<file path="config.mk">
export PLATFORM = sky130hd
export DESIGN_NAME = dec_scan_ctrl_flat
export DESIGN_NICKNAME = d
export VERILOG_FILES = /design/src/rtl/dec_scan_pkg.sv /design/src/rtl/dec_scan_ctrl_if.sv /design/src/rtl/scan_next_idx.sv /design/src/rtl/dec_scan_ctrl.sv /design/src/flat_wrapper.sv
export SDC_FILE = /design/constraint.sdc
export NUM_CORES = 1
export LEC_CHECK = 0
export ABC_AREA = 1
export CAP_MARGIN = 20
export CORE_UTILIZATION = 52
export CTS_CLUSTER_DIAMETER = 60
export DETAILED_ROUTE_END_ITERATION = 16
export GPL_TIMING_DRIVEN = 0
export PLACE_DENSITY = 0.72
export REMOVE_ABC_BUFFERS = 1
export SLEW_MARGIN = 20
export SYNTH_ARGS = -nofsm -noshare
export SYNTH_HDL_FRONTEND = slang
export SYNTH_SLANG_ARGS = --single-unit
</file>
<file path="constraint.sdc">
create_clock -name clk -period 5.9 [get_ports clk]
set_input_delay 1.18 -clock clk [delete_from_list [all_inputs] [get_ports clk]]
set_output_delay 1.18 -clock clk [all_outputs]
set_load 0.03 [all_outputs]
</file>
<file path="src/rtl/dec_scan_pkg.sv">
// Shared types, constants and helpers for the decoder scan sequencer.
package dec_scan_pkg;

    localparam int unsigned NUM_DIG = 4;
    localparam int unsigned IDX_W   = 2;

    typedef enum logic [1:0] {
        StIdle,
        StBlank,
        StDwell
    } scan_state_e;

    // Index of the lowest set bit; 0 when the mask is empty.
    function automatic logic [IDX_W-1:0] lowest_set(input logic [NUM_DIG-1:0] mask);
        lowest_set = '0;
        for (int i = NUM_DIG - 1; i >= 0; i--) begin
            if (mask[i]) begin
                lowest_set = i[IDX_W-1:0];
            end
        end
    endfunction

endpackage

</file>
<file path="src/rtl/dec_scan_ctrl_if.sv">
// Control/config inputs and decoder-facing outputs of the scan sequencer.
interface dec_scan_ctrl_if
    import dec_scan_pkg::*;
#(
    parameter int unsigned DWELL_W = 16,
    parameter int unsigned BLANK_W = 4
);

    logic               start;
    logic               stop;
    logic [DWELL_W-1:0] dwell;
    logic [BLANK_W-1:0] blank_cycles;
    logic [NUM_DIG-1:0] digit_mask;

    logic               sel_a;
    logic               sel_b;
    logic               sel_en;
    logic               busy;
    logic               phase_done;
    logic               scan_wrap;

    modport master (
        output start, stop, dwell, blank_cycles, digit_mask,
        input  sel_a, sel_b, sel_en, busy, phase_done, scan_wrap
    );

    modport slave (
        input  start, stop, dwell, blank_cycles, digit_mask,
        output sel_a, sel_b, sel_en, busy, phase_done, scan_wrap
    );

endinterface

</file>
<file path="src/rtl/scan_next_idx.sv">
// Circular search for the next enabled digit after cur_idx.
module scan_next_idx
    import dec_scan_pkg::*;
(
    input  logic [NUM_DIG-1:0] mask,
    input  logic [IDX_W-1:0]   cur_idx,
    output logic [IDX_W-1:0]   nxt_idx,
    output logic               any,
    output logic               wrap
);

    logic [IDX_W-1:0] cand;

    // Walk offsets from far to near so the nearest set bit wins; offset 4 is cur_idx itself.
    always_comb begin
        nxt_idx = cur_idx;
        any     = 1'b0;
        cand    = '0;
        for (int k = NUM_DIG; k >= 1; k--) begin
            cand = cur_idx + k[IDX_W-1:0];
            if (mask[cand]) begin
                nxt_idx = cand;
                any     = 1'b1;
            end
        end
    end

    assign wrap = any && (nxt_idx <= cur_idx);

endmodule

</file>
<file path="src/rtl/dec_scan_ctrl.sv">
// Scan sequencer driving the A/B/Enable inputs of a 2-to-4 decoder.
module dec_scan_ctrl
    import dec_scan_pkg::*;
#(
    parameter int unsigned DWELL_W = 16,
    parameter int unsigned BLANK_W = 4
) (
    input logic             clk,
    input logic             rst_n,
    dec_scan_ctrl_if.slave  scan_if
);

    localparam int unsigned CNT_W = (DWELL_W > BLANK_W) ? DWELL_W : BLANK_W;

    scan_state_e        state_q, state_d;
    logic [IDX_W-1:0]   idx_q, idx_d;
    logic [CNT_W-1:0]   cnt_q, cnt_d;
    logic [DWELL_W-1:0] dwell_q, dwell_d;
    logic [IDX_W-1:0]   nxt_idx_q;
    logic               nxt_any_q;

    logic sel_a_q, sel_b_q, sel_en_q, busy_q, phase_done_q, scan_wrap_q;

    logic [IDX_W-1:0]   nxt_idx;
    logic               nxt_any;
    logic               nxt_wrap;
    logic               last_d;
    logic               launch_blank;
    logic [CNT_W-1:0]   launch_cnt;
    scan_state_e        launch_state;

    // Dwell of 0 behaves as 1, so the down-counter load never underflows.
    function automatic logic [CNT_W-1:0] dwell_load(input logic [DWELL_W-1:0] d);
        dwell_load = (d == '0) ? '0 : CNT_W'(d - DWELL_W'(1));
    endfunction

    function automatic logic [CNT_W-1:0] blank_load(input logic [BLANK_W-1:0] b);
        blank_load = (b == '0) ? '0 : CNT_W'(b - BLANK_W'(1));
    endfunction

    // Entry into a new digit: optional blank gap, then dwell.
    assign launch_blank = (scan_if.blank_cycles != '0);
    assign launch_state = launch_blank ? StBlank : StDwell;
    assign launch_cnt   = launch_blank ? blank_load(scan_if.blank_cycles)
                                       : dwell_load(scan_if.dwell);

    // Next-state logic for state, index, counter and latched dwell.
    always_comb begin
        state_d = state_q;
        idx_d   = idx_q;
        cnt_d   = cnt_q;
        dwell_d = dwell_q;
        unique case (state_q)
            StIdle: begin
                if (scan_if.start && !scan_if.stop && (scan_if.digit_mask != '0)) begin
                    idx_d   = lowest_set(scan_if.digit_mask);
                    dwell_d = scan_if.dwell;
                    state_d = launch_state;
                    cnt_d   = launch_cnt;
                end
            end
            StBlank: begin
                if (scan_if.stop) begin
                    state_d = StIdle;
                end else if (cnt_q == '0) begin
                    state_d = StDwell;
                    cnt_d   = dwell_load(dwell_q);
                end else begin
                    cnt_d = cnt_q - CNT_W'(1);
                end
            end
            StDwell: begin
                if (scan_if.stop) begin
                    state_d = StIdle;
                end else if (cnt_q == '0) begin
                    if (!nxt_any_q) begin
                        state_d = StIdle;
                    end else begin
                        idx_d   = nxt_idx_q;
                        dwell_d = scan_if.dwell;
                        state_d = launch_state;
                        cnt_d   = launch_cnt;
                    end
                end else begin
                    cnt_d = cnt_q - CNT_W'(1);
                end
            end
            default: state_d = StIdle;
        endcase
    end

    // The upcoming digit is looked up from the mask seen as the last dwell cycle begins,
    // so scan_wrap can be a register and still agree with the actual advance.
    scan_next_idx u_next_idx (
        .mask    (scan_if.digit_mask),
        .cur_idx (idx_d),
        .nxt_idx (nxt_idx),
        .any     (nxt_any),
        .wrap    (nxt_wrap)
    );

    assign last_d = (state_d == StDwell) && (cnt_d == '0);

    // State registers plus registered decoder-facing outputs.
    always_ff @(posedge clk or negedge rst_n) begin
        if (!rst_n) begin
            state_q      <= StIdle;
            idx_q        <= '0;
            cnt_q        <= '0;
            dwell_q      <= '0;
            nxt_idx_q    <= '0;
            nxt_any_q    <= 1'b0;
            sel_a_q      <= 1'b0;
            sel_b_q      <= 1'b0;
            sel_en_q     <= 1'b0;
            busy_q       <= 1'b0;
            phase_done_q <= 1'b0;
            scan_wrap_q  <= 1'b0;
        end else begin
            state_q      <= state_d;
            idx_q        <= idx_d;
            cnt_q        <= cnt_d;
            dwell_q      <= dwell_d;
            if (last_d) begin
                nxt_idx_q <= nxt_idx;
                nxt_any_q <= nxt_any;
            end
            sel_a_q      <= idx_d[1];
            sel_b_q      <= idx_d[0];
            sel_en_q     <= (state_d == StDwell);
            busy_q       <= (state_d != StIdle);
            phase_done_q <= last_d;
            scan_wrap_q  <= last_d && nxt_wrap;
        end
    end

    assign scan_if.sel_a      = sel_a_q;
    assign scan_if.sel_b      = sel_b_q;
    assign scan_if.sel_en     = sel_en_q;
    assign scan_if.busy       = busy_q;
    assign scan_if.phase_done = phase_done_q;
    assign scan_if.scan_wrap  = scan_wrap_q;

endmodule

</file>
<file path="src/flat_wrapper.sv">
// flat-port wrapper written by rule: the top's interface ports become plain ports
module dec_scan_ctrl_flat import dec_scan_pkg::*;
#(
    parameter int unsigned DWELL_W = 16,
    parameter int unsigned BLANK_W = 4
)
  (clk, rst_n, scan_if_start, scan_if_stop, scan_if_dwell, scan_if_blank_cycles, scan_if_digit_mask, scan_if_sel_a, scan_if_sel_b, scan_if_sel_en, scan_if_busy, scan_if_phase_done, scan_if_scan_wrap);
  dec_scan_ctrl_if #(.DWELL_W(DWELL_W), .BLANK_W(BLANK_W)) scan_if_i ();
  input logic clk;
  input logic rst_n;
  input wire logic [$bits(scan_if_i.start)-1:0] scan_if_start;
  input wire logic [$bits(scan_if_i.stop)-1:0] scan_if_stop;
  input wire logic [$bits(scan_if_i.dwell)-1:0] scan_if_dwell;
  input wire logic [$bits(scan_if_i.blank_cycles)-1:0] scan_if_blank_cycles;
  input wire logic [$bits(scan_if_i.digit_mask)-1:0] scan_if_digit_mask;
  output wire logic [$bits(scan_if_i.sel_a)-1:0] scan_if_sel_a;
  output wire logic [$bits(scan_if_i.sel_b)-1:0] scan_if_sel_b;
  output wire logic [$bits(scan_if_i.sel_en)-1:0] scan_if_sel_en;
  output wire logic [$bits(scan_if_i.busy)-1:0] scan_if_busy;
  output wire logic [$bits(scan_if_i.phase_done)-1:0] scan_if_phase_done;
  output wire logic [$bits(scan_if_i.scan_wrap)-1:0] scan_if_scan_wrap;
  assign scan_if_i.start = scan_if_start;
  assign scan_if_i.stop = scan_if_stop;
  assign scan_if_i.dwell = scan_if_dwell;
  assign scan_if_i.blank_cycles = scan_if_blank_cycles;
  assign scan_if_i.digit_mask = scan_if_digit_mask;
  assign scan_if_sel_a = scan_if_i.sel_a;
  assign scan_if_sel_b = scan_if_i.sel_b;
  assign scan_if_sel_en = scan_if_i.sel_en;
  assign scan_if_busy = scan_if_i.busy;
  assign scan_if_phase_done = scan_if_i.phase_done;
  assign scan_if_scan_wrap = scan_if_i.scan_wrap;
  dec_scan_ctrl #(.DWELL_W(DWELL_W), .BLANK_W(BLANK_W)) u_core (.clk(clk), .rst_n(rst_n), .scan_if(scan_if_i));
endmodule
</file>
==> metrics.log, run 1 <==
[metrics] result of the run: complete, no violations
[metrics] sequential cell fraction of total power: 35.3%
[metrics] ant diodes: 0
[metrics] worst clock skew on the final layout: 0.0115 ns
[metrics] slowest CP cell: clkdlybuf4s50_1
[metrics] total number of vias: 5,283
[metrics] Largest stage delay, worst path: 0.97 ns
[metrics] share of cells above drive strength 1: 7.12%
[metrics] DRC violations left: 0
[metrics] final count of pins violating max slew: 0
[metrics] antenna viol nets, final: 0
[metrics] post-synthesis average cell area: 5.73 sq um
[metrics] clock sink count: 43
[metrics] final core area utilization: 59.4%
[metrics] required time worst endpoint: 6.14 ns
[metrics] router iterations before antenna repair: 5
[metrics] count of boundary I/O pins: 34
[metrics] pin count of the biggest net entering global routing: 33
[metrics] fraction of the mapped netlist area in compound gates: 11.2%
[metrics] synth warn: 0
[metrics] portion of netlist area occupied by mux cells: 0.469%
[metrics] biggest fanout along the worst timing path: 32
[metrics] family with the most delay on the worst path: buffers and inverters
[metrics] post-synthesis cell area: 4800 sq um
[metrics] XOR/XNOR Fraction of Synth Area: 3.65%
[metrics] Worst Path Buf+Inv: 3
[metrics] internal power summed over all cells: 684 uW
[metrics] main combinational cell family by area after synthesis: simple AND/OR/NAND/NOR gates
[metrics] wire length of the first global-routing pass: 23.5 mm
[metrics] Final setup viols: 0
[metrics] slew at the pin closest to its max-slew limit: 1.07 ns
[metrics] clock-pin slew of the registers on the worst-case setup and hold paths: 0.09 ns
[metrics] category of the worst setup path capture point: flip-flop
[metrics] area growth from synthesis to layout: 9.52%
[metrics] # hold bufs at CTS: 0
[metrics] GP Congestion: 0.892
[metrics] y dimension of the die: 98.1 um
[metrics] cell row count: 34
[metrics] number of standard cells after synthesis: 838
[metrics] HP Class: reg -> reg
[metrics] number of buffers inserted by port buffering: 33
[metrics] sequential share of the synthesized area: 22.4%
[metrics] Sw Pwr: 628 uW
[metrics] RSZ-0062 raised after global routing: no
[metrics] worst path cell trace: clkdlybuf4s50_1, nor2_1, nand2_1, inv_1, nand2_1, o21ai_1, inv_1, nor2_1, nand2_1, nor2_1, nand3_2, nor2_4, nand3_2, nor2_2
[metrics] Fmax achieved: 216 MHz
[metrics] initial DRC count: 444
[metrics] placeable core region: 8850 sq um
[metrics] post-route fraction of the period consumed by the critical path: 78.3%
[metrics] net total in the final layout: 894
[metrics] number of hold violations in the final report: 0
[metrics] number of storage elements in the synthesis netlist: 43
[metrics] TritonCTS clock tree: done
[metrics] die outline width: 98.1 um
[metrics] Bufs on Longest Clock Path: 2
[metrics] final period demand of the worst path: 4.62 ns
[metrics] commonest cells after routing, fill and taps aside: nand2_1, inv_1, nor2_1
[metrics] number of clock buffers inserted by TritonCTS: 5
[metrics] Unique masters post-synth: 42
[metrics] maximum capacitance violations: 0
[metrics] worst endpoint data arrival time: 4.86 ns
[metrics] switching portion of total power: 47.9%
[metrics] most common cell after layout, fill and taps aside: nand2_1
[metrics] path type of the worst setup path: in -> reg
[metrics] vias in the first global route: 4,870
[metrics] cell at the root of the clock tree: clkbuf_8
[metrics] detail-routed via count per cell: 5.47
[metrics] worst max-slew margin expressed relative to the limit: 28.3%
[metrics] starting density of the core: 54.2%
[metrics] number of resized instances in the post-cts repair step: 0
[metrics] ratio of total power to cell area: 250 nW/um^2
[metrics] proportion of power drawn by the clock network: 14.9%
[metrics] routed len/inst: 14.5 um
[metrics] total congestion overflow: 0
[metrics] fraction of power consumed by combinational cells: 49.8%
[metrics] post-route setup slack: 1.28 ns
[metrics] detailed-route wire length: 14.0 mm
[metrics] maximum level of the CTS H-tree: 2
[metrics] leakage power total: 0.00266 uW
[metrics] simple-gate share of the synthesized area: 50.0%
[metrics] post-CTS setup buffer count: 0
[metrics] insertion delay of the later-clocked pin in the worst-skew pair: 0.31 ns
[metrics] setup TNS: 0 ns
[metrics] worst vdd ir: 0.135 mV
[metrics] Total Die Area: 9620 sq um
[metrics] initial antenna violation count: 0
[metrics] post-placement worst setup slack: 0.967 ns
[metrics] all-layer global routing usage: 30.5%
[metrics] critical path launch point type: input pin
[metrics] synthesized-area fraction occupied by adder cells: 2.61%
[metrics] detailed placer's ending HPWL: 10.8 mm
-- cells in the mapped netlist, drive strengths merged --
| cell type | count | area share (%) |
|---|---|---|
| a211oi | 1 | 0.16 |
| a21boi | 1 | 0.16 |
| a21oi | 32 | 3.4 |
| a31o | 1 | 0.18 |
| a31oi | 1 | 0.13 |
| and2 | 2 | 0.31 |
| buf | 12 | 1.6 |
| clkbuf | 13 | 1.0 |
| clkinv | 3 | 0.26 |
| dfrtp | 43 | 22 |
| ha | 10 | 2.6 |
| inv | 86 | 6.7 |
| mux2 | 2 | 0.47 |
| nand2 | 358 | 28 |
| nand3 | 78 | 9.6 |
| nand3b | 1 | 0.42 |
| nand4 | 8 | 1.0 |
| nor2 | 91 | 8.1 |
| nor3 | 6 | 1.2 |
| o211ai | 13 | 2.0 |
| o21ai | 47 | 5.0 |
| o21bai | 1 | 0.16 |
| or2 | 8 | 1.1 |
| xnor2 | 7 | 1.3 |
| xor2 | 13 | 2.4 |
-- layout make-up --
type,instances,area (sq um)
repair buffers,36,360
fillers,904,3590
well taps,108,135
multi-input cells,681,3260
clock inverters,2,12.5
inverters,89,335
flip-flops and latches,43,1080
clock buffers,6,72.6
-- registers in the layout, summed over array words and instances, names as in the netlist --
register and count:
u_core.scan_if.phase_done 1, u_core.idx_q 2, u_core.nxt_any_q 1, u_core.scan_if.scan_wrap 1, u_core.dwell_q 16, u_core.scan_if.busy 1, u_core.nxt_idx_q 2, u_core.state_q 2
u_core.cnt_q 16, u_core.scan_if.sel_en 1
-- metal layers --
layer / vias to the layer above / part of all wire, % / GRT usage (%) / routed length, um
met5: - / 0 / 0 / 0
met4: 0 / 2.1 / 8.86 / 287
met3: 22 / 6.9 / 3.51 / 969
met2: 194 / 45 / 48.3 / 6220
met1: 2386 / 46 / 43.7 / 6500
li1: 2681 / - / - / -
-- power groups by stage --
stage	Sequential [uW]	Clock [uW]	Combinational (uW)
2_1_floorplan	445	0	485
3_3_place_gp	464	0	626
3_5_place_dp	466	0	643
4_1_cts	461	198	647
5_1_grt	473	210	748
6_report	463	195	654
-- worst reg2reg max path, stage by stage, from the launching register on --
cell      delay [ns]
dfrtp_1         0.89
clkinv_1        0.84
nand2_1         0.22
nand2_1         0.07
nand3_1         0.09
nand2_1         0.05
nand2_1         0.05
nand2_1         0.07
nand2_1         0.10
nand3_2         0.22
inv_1           0.18
nand2_1         0.10
nand3_1         0.12
nand3_1         0.08
nand2_1         0.06
nand2_1         0.06
a21oi_2         0.16
ha_1            0.26
a21oi_1         0.15
a21oi_1         0.07
nor2_2          0.12
-- kinds of logic after synthesis --
family	Yosys count
xor gates and xnor gates	20
muxes	2
AOI/OAI and AO/OA	97
DFF	43
buffers and inverters	114
adders and majority gates	10
and+or+nand+nor	552
-- stage by stage --
stage                     hold WS, ns  cell area, sq um  instances  power [uW]
after floorplan                 0.442              4670        813         929
after global routing            0.522              5260        965        1430
final                           0.491              5260        965        1310
after global placement          0.463              5140        954        1090
after detailed placement        0.475              5170        957        1110
after CTS                       0.496              5260        965        1310
-- worst paths after layout --
check / cells past startpoint / slack [ns] / to / startpoint
setup / recovery: 14 / 1.28 / u_core.scan_if.scan_wrap / scan_if_stop
hold / removal: 2 / 0.49 / u_core.nxt_idx_q[1] / u_core.nxt_idx_q[1]
setup reg to reg: 20 / 1.89 / u_core.scan_if.scan_wrap / u_core.nxt_any_q
hold reg to reg: 2 / 0.49 / u_core.nxt_idx_q[1] / u_core.nxt_idx_q[1]
max in group asynchronous: 2 / 4.61 / u_core.nxt_idx_q[1] / rst_n
min in group asynchronous: 1 / 0.80 / u_core.dwell_q[2] / rst_n
Note: power is estimated with default switching activity, not from simulation.
==> run 2: changes to the inputs <==
Clock period 5.9 ns to 4.4 ns, I/O delays scaled along.
==> run 2 against run 1 <==
First-iteration DRC count decreased by 0.45%. Global-route usage unchanged. Register-to-register slack got worse by 1.5 ns. Critical path depth increased by 8. Core utilization increased by 0.071 points. Clock skew increased by 0.00054 ns. Combinational power increased by 34%. Sequential power increased by 34%. Wire length about the same. Non-clock buffer count unchanged. Total power increased by 34%. Sequential share of layout area about the same. Critical endpoint unchanged. Largest cell class unchanged.
==> metrics.log, run 2 (synthesized netlist as in run 1, its figures left out) <==
[metrics] detailed placer's ending HPWL: 10.8 mm (unchanged)
[metrics] maximum capacitance violations: 0 (unchanged)
[metrics] sequential cell fraction of total power: 35.2% (about the same)
[metrics] fraction of power consumed by combinational cells: 49.8% (about the same)
[metrics] worst endpoint data arrival time: 4.21 ns (-0.65 ns)
[metrics] required time worst endpoint: 4.61 ns (-1.53 ns)
[metrics] total number of vias: 5,293 (+0.19%)
[metrics] all-layer global routing usage: 30.5% (unchanged)
[metrics] category of the worst setup path capture point: flip-flop
[metrics] number of placed instances, taps included: 957 (unchanged)
[metrics] antenna viol nets, final: 0 (unchanged)
[metrics] result of the run: complete, no violations
[metrics] HP Class: in -> async
[metrics] GP Congestion: 0.892 (unchanged)
[metrics] detailed-route wire length: 14.0 mm (about the same)
[metrics] area of the multi-input gates: 3260 sq um (unchanged)
[metrics] Highest Signal Layer: met4
[metrics] critical path launch point type: flip-flop
[metrics] Seq. cell area: 1080 sq um (unchanged)
[metrics] setup TNS: 0 ns (unchanged)
[metrics] most common cell after layout, fill and taps aside: nand2_1
[metrics] insertion delay of the later-clocked pin in the worst-skew pair: 0.31 ns (about the same)
[metrics] path type of the worst setup path: reg -> reg
[metrics] detailed route wirelength on metal2: 6.24 mm (+0.18%)
[metrics] worst vdd ir: 0.179 mV (+33%)
[metrics] final cell count without fillers: 965 (unchanged)
[metrics] number of hold violations in the final report: 0 (unchanged)
[metrics] routed len/inst: 14.5 um (about the same)
[metrics] CP dominant cell by count: nand2_1
[metrics] Total Die Area: 9620 sq um (unchanged)
[metrics] met1 wire length: 6.50 mm (about the same)
[metrics] die outline width: 98.1 um (unchanged)
[metrics] final count of pins violating max slew: 0 (unchanged)
[metrics] wire length of the first global-routing pass: 23.5 mm (unchanged)
[metrics] worst clock skew on the final layout: 0.0120 ns (+0.000543 ns)
[metrics] switching portion of total power: 47.9% (about the same)
[metrics] share of cells above drive strength 1: 7.23% (+0.12 points)
[metrics] Sw Pwr: 842 uW (+34%)
[metrics] routed wl met3: 952 um (-1.8%)
[metrics] clock-pin slew of the registers on the worst-case setup and hold paths: 0.09 ns (about the same)
[metrics] cell at the root of the clock tree: clkbuf_8
[metrics] ant diodes: 0 (unchanged)
[metrics] Fmax achieved: 250 MHz
[metrics] number of clock buffers inserted by TritonCTS: 5 (unchanged)
[metrics] area growth from synthesis to layout: 9.65%
[metrics] internal power summed over all cells: 917 uW (+34%)
[metrics] net total in the final layout: 894 (unchanged)
[metrics] worst path cell trace: clkinv_1, nand2_1, nand2_1, nand3_1, nand2_1, nand2_1, nand2_1, nand2_1, nand3_2, inv_1, nand2_1, nand2_1, nand2_1, nand2_1, inv_1, nand2_1, nand2_1, nand2_1, inv_1, ha_1, a21oi_1, nor2_2
[metrics] TritonCTS clock tree: done
[metrics] Filler Cell Count: 903 (-0.11%)
[metrics] ratio of total power to cell area: 334 nW/um^2 (+34%)
[metrics] RSZ-0062 raised after global routing: no
[metrics] router iterations before antenna repair: 5 (unchanged)
[metrics] initial antenna violation count: 0 (unchanged)
[metrics] DRC violations left: 0 (unchanged)
[metrics] final period demand of the worst path: 4.01 ns
[metrics] y dimension of the die: 98.1 um (unchanged)
[metrics] biggest fanout along the worst timing path: 21 (-34%)
[metrics] biggest registers after layout: u_core.cnt_q (16), u_core.dwell_q (16)
[metrics] number of buffers inserted by port buffering: 33 (unchanged)
[metrics] Bufs on Longest Clock Path: 2 (unchanged)
[metrics] family with the most delay on the worst path: simple AND/OR/NAND/NOR gates
[metrics] post-route fraction of the period consumed by the critical path: 91.0%
[metrics] worst max-slew margin expressed relative to the limit: 30.1% (+1.8 points)
[metrics] Largest stage delay, worst path: 0.89 ns (-0.08 ns)
[metrics] Worst Path Buf+Inv: 4 (+1)
[metrics] leakage power total: 0.00267 uW (about the same)
[metrics] slowest CP cell: dfrtp_1
[metrics] total congestion overflow: 0 (unchanged)
[metrics] proportion of power drawn by the clock network: 15.0% (about the same)
[metrics] commonest cells after routing, fill and taps aside: nand2_1, inv_1, nor2_1
[metrics] detail-routed via count per cell: 5.48 (+0.19%)
[metrics] Crit. path cell count: 22 (+8)
[metrics] cell row count: 34 (unchanged)
[metrics] Final setup viols: 0 (unchanged)
[metrics] count of boundary I/O pins: 34 (unchanged)
[metrics] initial DRC count: 442 (-0.45%)
[metrics] placeable core region: 8850 sq um (unchanged)
[metrics] maximum level of the CTS H-tree: 2 (unchanged)
[metrics] depth of the worst register-to-register path: 22 (+10%)
[metrics] starting density of the core: 54.2% (unchanged)
[metrics] clock sink count: 43 (unchanged)
[metrics] pin count of the biggest net entering global routing: 33 (unchanged)
[metrics] slew at the pin closest to its max-slew limit: 1.05 ns (-0.0255 ns)
[metrics] vias in the first global route: 4,870 (unchanged)
==> run 2: changes by cell type in the layout (fill, tap and decap cells not counted) <==
cell             previous run  this run
clkdlybuf4s50_1            32        31
clkinvlp_4                  1         2
dlymetal6s2s_1              0         1
inv_1                      85        84
==> run 2: stage by stage <==
step	power (uW)	utilization (%)	cell area [sq um]	setup WS, ns	hold WS [ns]
global placement	1460	58.1	5140	-0.331	0.463
floorplan	1250	-	4670	1.48	0.442
CTS	1750	59.4	5260	0.0969	0.496
detailed placement	1490	58.4	5170	-0.233	0.475
finish	1760	59.5	5260	0.394	0.490
global route	1920	59.5	5260	0.0599	0.515
==> run 2: power by group through the flow <==
stage               combinational, uW  clock (uW)  sequential [uW]
global route                     1000         281              634
floorplan                         650           0              596
global placement                  840           0              622
CTS                               868         266              618
detailed placement                863           0              624
finish                            876         264              620
==> run 2: routing by layer <==
metal	GRT usage, %	vias to the layer above
li1	-	2675
met1	43.7	2407
met2	48.3	190
met3	3.51	21
met4	8.86	0
met5	0	-
==> run 2: worst paths after layout <==
path	startpoint	endpoint	slack, ns
max	u_core.nxt_any_q	u_core.scan_if.scan_wrap	0.39
min	rst_n	u_core.dwell_q[2]	0.49
max reg2reg	u_core.nxt_any_q	u_core.scan_if.scan_wrap	0.39
min reg2reg	u_core.nxt_idx_q[1]	u_core.nxt_idx_q[1]	0.49
max in group asynchronous	rst_n	u_core.nxt_idx_q[0]	3.41
min in group clk	u_core.nxt_idx_q[1]	u_core.nxt_idx_q[1]	0.49
==> run 2: area by class of cell <==
type | count | share of cell area, %
clock buffer | 6 | 1.38
multi-input combinational | 681 | 62.0
inverter | 89 | 6.44
sequential | 43 | 20.4
clock inverter | 2 | 0.238
tap | 108 | 2.57
timing repair buffer | 36 | 6.89
==> run 2: repair_timing <==
action / CTS / global route
resized for setup: 0 / 2
buffers inserted: 0 / 0
endpoints found under the setup margin: 0 / 5
hold buffers: 0 / 0
==> run 3: changes to the inputs <==
Settings changed: CORE_UTILIZATION 52 to 30, PLACE_DENSITY 0.72 to default, RECOVER_POWER from default to 100.
==> run 3 against run 2 <==
The run now ends with capacitance limit, slew limit left. Critical path depth shrank 9. Total power is 6.0% higher. Largest power group unchanged. Clock skew is 0.0018 ns higher. Clock-buffer cell count stayed put. First-iteration DRC count fell by 28%.
==> metrics.log, run 3 (synthesized netlist as in run 1, its figures left out) <==
[metrics] result of the run: complete, but fails checks
[metrics] violations in the final reports: capacitance limit, slew limit
[metrics] maximum level of the CTS H-tree: 2 (unchanged)
[metrics] post-placement worst setup slack: -0.182 ns (+0.0505 ns)
[metrics] ratio of total power to cell area: 347 nW/um^2 (+3.6%)
[metrics] detailed placer's ending HPWL: 11.0 mm (+2.3%)
[metrics] number of buffers inserted by port buffering: 33 (unchanged)
[metrics] most common cell after layout, fill and taps aside: nand2_1
[metrics] post-route worst hold slack: 0.473 ns (-0.0166 ns)
[metrics] routed len/inst: 13.6 um (-5.9%)
[metrics] worst clock skew on the final layout: 0.0138 ns (+0.00177 ns)
[metrics] path type of the worst setup path: in -> reg
[metrics] worst vdd ir: 0.181 mV (+0.92%)
[metrics] clock sink count: 43 (unchanged)
[metrics] y dimension of the die: 128 um (+31%)
[metrics] maximum capacitance violations: 1 (+1)
[metrics] Post-DP Area: 5300 sq um (+2.5%)
[metrics] router iterations before antenna repair: 5 (unchanged)
[metrics] initial DRC count: 317 (-28%)
[metrics] number of hold violations in the final report: 0 (unchanged)
[metrics] worst endpoint data arrival time: 4.18 ns (-0.03 ns)
[metrics] HP Class: reg -> reg
[metrics] category of the worst setup path capture point: flip-flop
[metrics] Filler Cell Count: 1,784 (+98%)
[metrics] post-route fraction of the period consumed by the critical path: 89.7% (-1.3 points)
[metrics] ant diodes: 0 (unchanged)
[metrics] commonest cells after routing, fill and taps aside: nand2_1, inv_1, nor2_1
[metrics] area growth from synthesis to layout: 12.1%
[metrics] net total in the final layout: 894 (unchanged)
[metrics] antenna viol nets, final: 0 (unchanged)
[metrics] final count of pins violating max slew: 29 (+29)
[metrics] final non-filler cell area: 5380 sq um (+2.3%)
[metrics] insertion delay of the later-clocked pin in the worst-skew pair: 0.30 ns (about the same)
[metrics] cell at the root of the clock tree: clkbuf_16
[metrics] pin count of the biggest net entering global routing: 33 (unchanged)
[metrics] detailed-route wire length: 14.5 mm (+4.2%)
[metrics] Worst Path Buf+Inv: 2 (-2)
[metrics] slowest CP cell: dlymetal6s2s_1
[metrics] wire length of the first global-routing pass: 24.8 mm (+5.7%)
[metrics] Fmax achieved: 253 MHz (+1.5%)
[metrics] die outline width: 128 um (+31%)
[metrics] critical path launch point type: input pin
[metrics] total power after layout: 1860 uW (+6.0%)
[metrics] initial antenna violation count: 0 (unchanged)
[metrics] RSZ-0062 raised after global routing: no
[metrics] share of cells above drive strength 1: 5.83% (-1.4 points)
[metrics] slew at the pin closest to its max-slew limit: 1.68 ns (+0.636 ns)
[metrics] total number of vias: 5,208 (-1.6%)
[metrics] biggest fanout along the worst timing path: 32 (+52%)
[metrics] CP dominant cell by count: nor2_1
[metrics] placeable core region: 15,400 sq um (+74%)
[metrics] final period demand of the worst path: 3.95 ns (-0.0578 ns)
[metrics] total congestion overflow: 0 (unchanged)
[metrics] starting density of the core: 31.1% (-23 points)
[metrics] all-layer global routing usage: 18.9% (-12 points)
[metrics] Final setup viols: 0 (unchanged)
[metrics] Total Die Area: 16,500 sq um (+72%)
[metrics] clock-pin slew of the registers on the worst-case setup and hold paths: 0.07 ns (-0.02 ns)
[metrics] Largest stage delay, worst path: 0.81 ns (-0.08 ns)
[metrics] family with the most delay on the worst path: simple AND/OR/NAND/NOR gates
[metrics] number of clock buffers inserted by TritonCTS: 5 (unchanged)
[metrics] leakage power total: 0.00266 uW (about the same)
[metrics] DRC violations left: 0 (unchanged)
[metrics] cell row count: 45 (+32%)
[metrics] post-route setup slack: 0.452 ns (+0.0578 ns)
[metrics] GP Congestion: 0.852 (-4.5%)
[metrics] count of boundary I/O pins: 34 (unchanged)
[metrics] required time worst endpoint: 4.64 ns (+0.03 ns)
[metrics] TritonCTS clock tree: done
[metrics] vias in the first global route: 4,921 (+1.0%)
[metrics] post-CTS setup buffer count: 0 (unchanged)
[metrics] worst max-slew margin expressed relative to the limit: -12.2% (-42 points)
[metrics] detail-routed via count per cell: 4.88 (-11%)
[metrics] biggest registers after layout: u_core.cnt_q (16), u_core.dwell_q (16)
[metrics] Bufs on Longest Clock Path: 2 (unchanged)
[metrics] worst path cell trace: dlymetal6s2s_1, nor2_1, nand2_1, clkinvlp_4, o211ai_1, nand3_2, nor2_1, nand2_1, nor2_1, nand3_2, nor2_1, nand3_1, nand2_1
## run 3: changes by cell type in the layout (fill, tap and decap cells not counted), moves of 2 or more
cell / previous run / this run
dlygate4sd3_1: 0 / 6
clkbuf_8: 5 / 0
nor2_1: 78 / 80
buf_4: 2 / 0
clkbuf_16: 0 / 5
nand3_1: 65 / 72
clkdlybuf4s50_1: 31 / 25
clkbuf_1: 1 / 5
nand3_2: 12 / 5
## run 3: worst paths after layout
check / cells after the start / slack, ns / endpoint / start
worst min register to register: 2 / 0.47 / u_core.nxt_idx_q[1] / u_core.nxt_idx_q[1]
min in group asynchronous: 1 / 0.71 / u_core.cnt_q[0] / rst_n
worst max register to register: 22 / 0.61 / u_core.scan_if.scan_wrap / u_core.nxt_any_q
worst min-delay path: 2 / 0.47 / u_core.nxt_idx_q[1] / u_core.nxt_idx_q[1]
worst max-delay path: 13 / 0.45 / u_core.nxt_any_q / scan_if_stop
max in group asynchronous: 2 / 1.63 / u_core.dwell_q[8] / rst_n
## run 3: worst reg2reg max path: stages, from the launching register on
cell and delay (ns):
dfrtp_1 0.89, clkinvlp_4 0.69, nand2_1 0.18, nand2_1 0.06
nand3_1 0.09, nand2_1 0.05, nand2_1 0.05, nand2_1 0.06
nand2_1 0.10, nand3_2 0.24, inv_1 0.19, nand2_1 0.10
nand2_1 0.10, nand2_1 0.07, nand2_1 0.06, inv_1 0.04
nand2_1 0.06, nand2_1 0.04, nand2_1 0.07, inv_1 0.05
ha_1 0.28, a21oi_1 0.17, nor2_2 0.05
## run 3: cell type report
cell class	instances	area, sq um	share of cell area [%]
multi-input combinational	681	3220	59.8
clock buffer	6	129	2.39
sequential	43	1080	20.0
inverter	89	343	6.37
tap	211	264	4.91
timing repair buffer	36	338	6.28
clock inverter	2	12.5	0.233
## run 3: through the flow
stage               TNS (ns)  utilization, %  instances
floorplan                  0               -        813
global placement       -4.24            34.1       1057
detailed placement    -0.841            34.4       1060
CTS                        0            35.3       1068
global route               0            34.9       1068
finish                     0            34.9       1068
## run 3: per-layer routing
metal,global-route usage (%),wire (um)
met1,26.6,7130
met2,30.3,6480
met3,1.66,610
met4,6.44,328
met5,0,0
## run 3: power by group
part           internal (uW)  switching (uW)  total (uW)
Combinational            315             547         862
Clock                    210             170         380
Sequential               482             140         623
Total                   1010             858        1860
## run 3: what timing repair did
item,CTS,global route
hold buffers,0,0
gates resized for setup,0,3
endpoints found under the setup margin,0,5
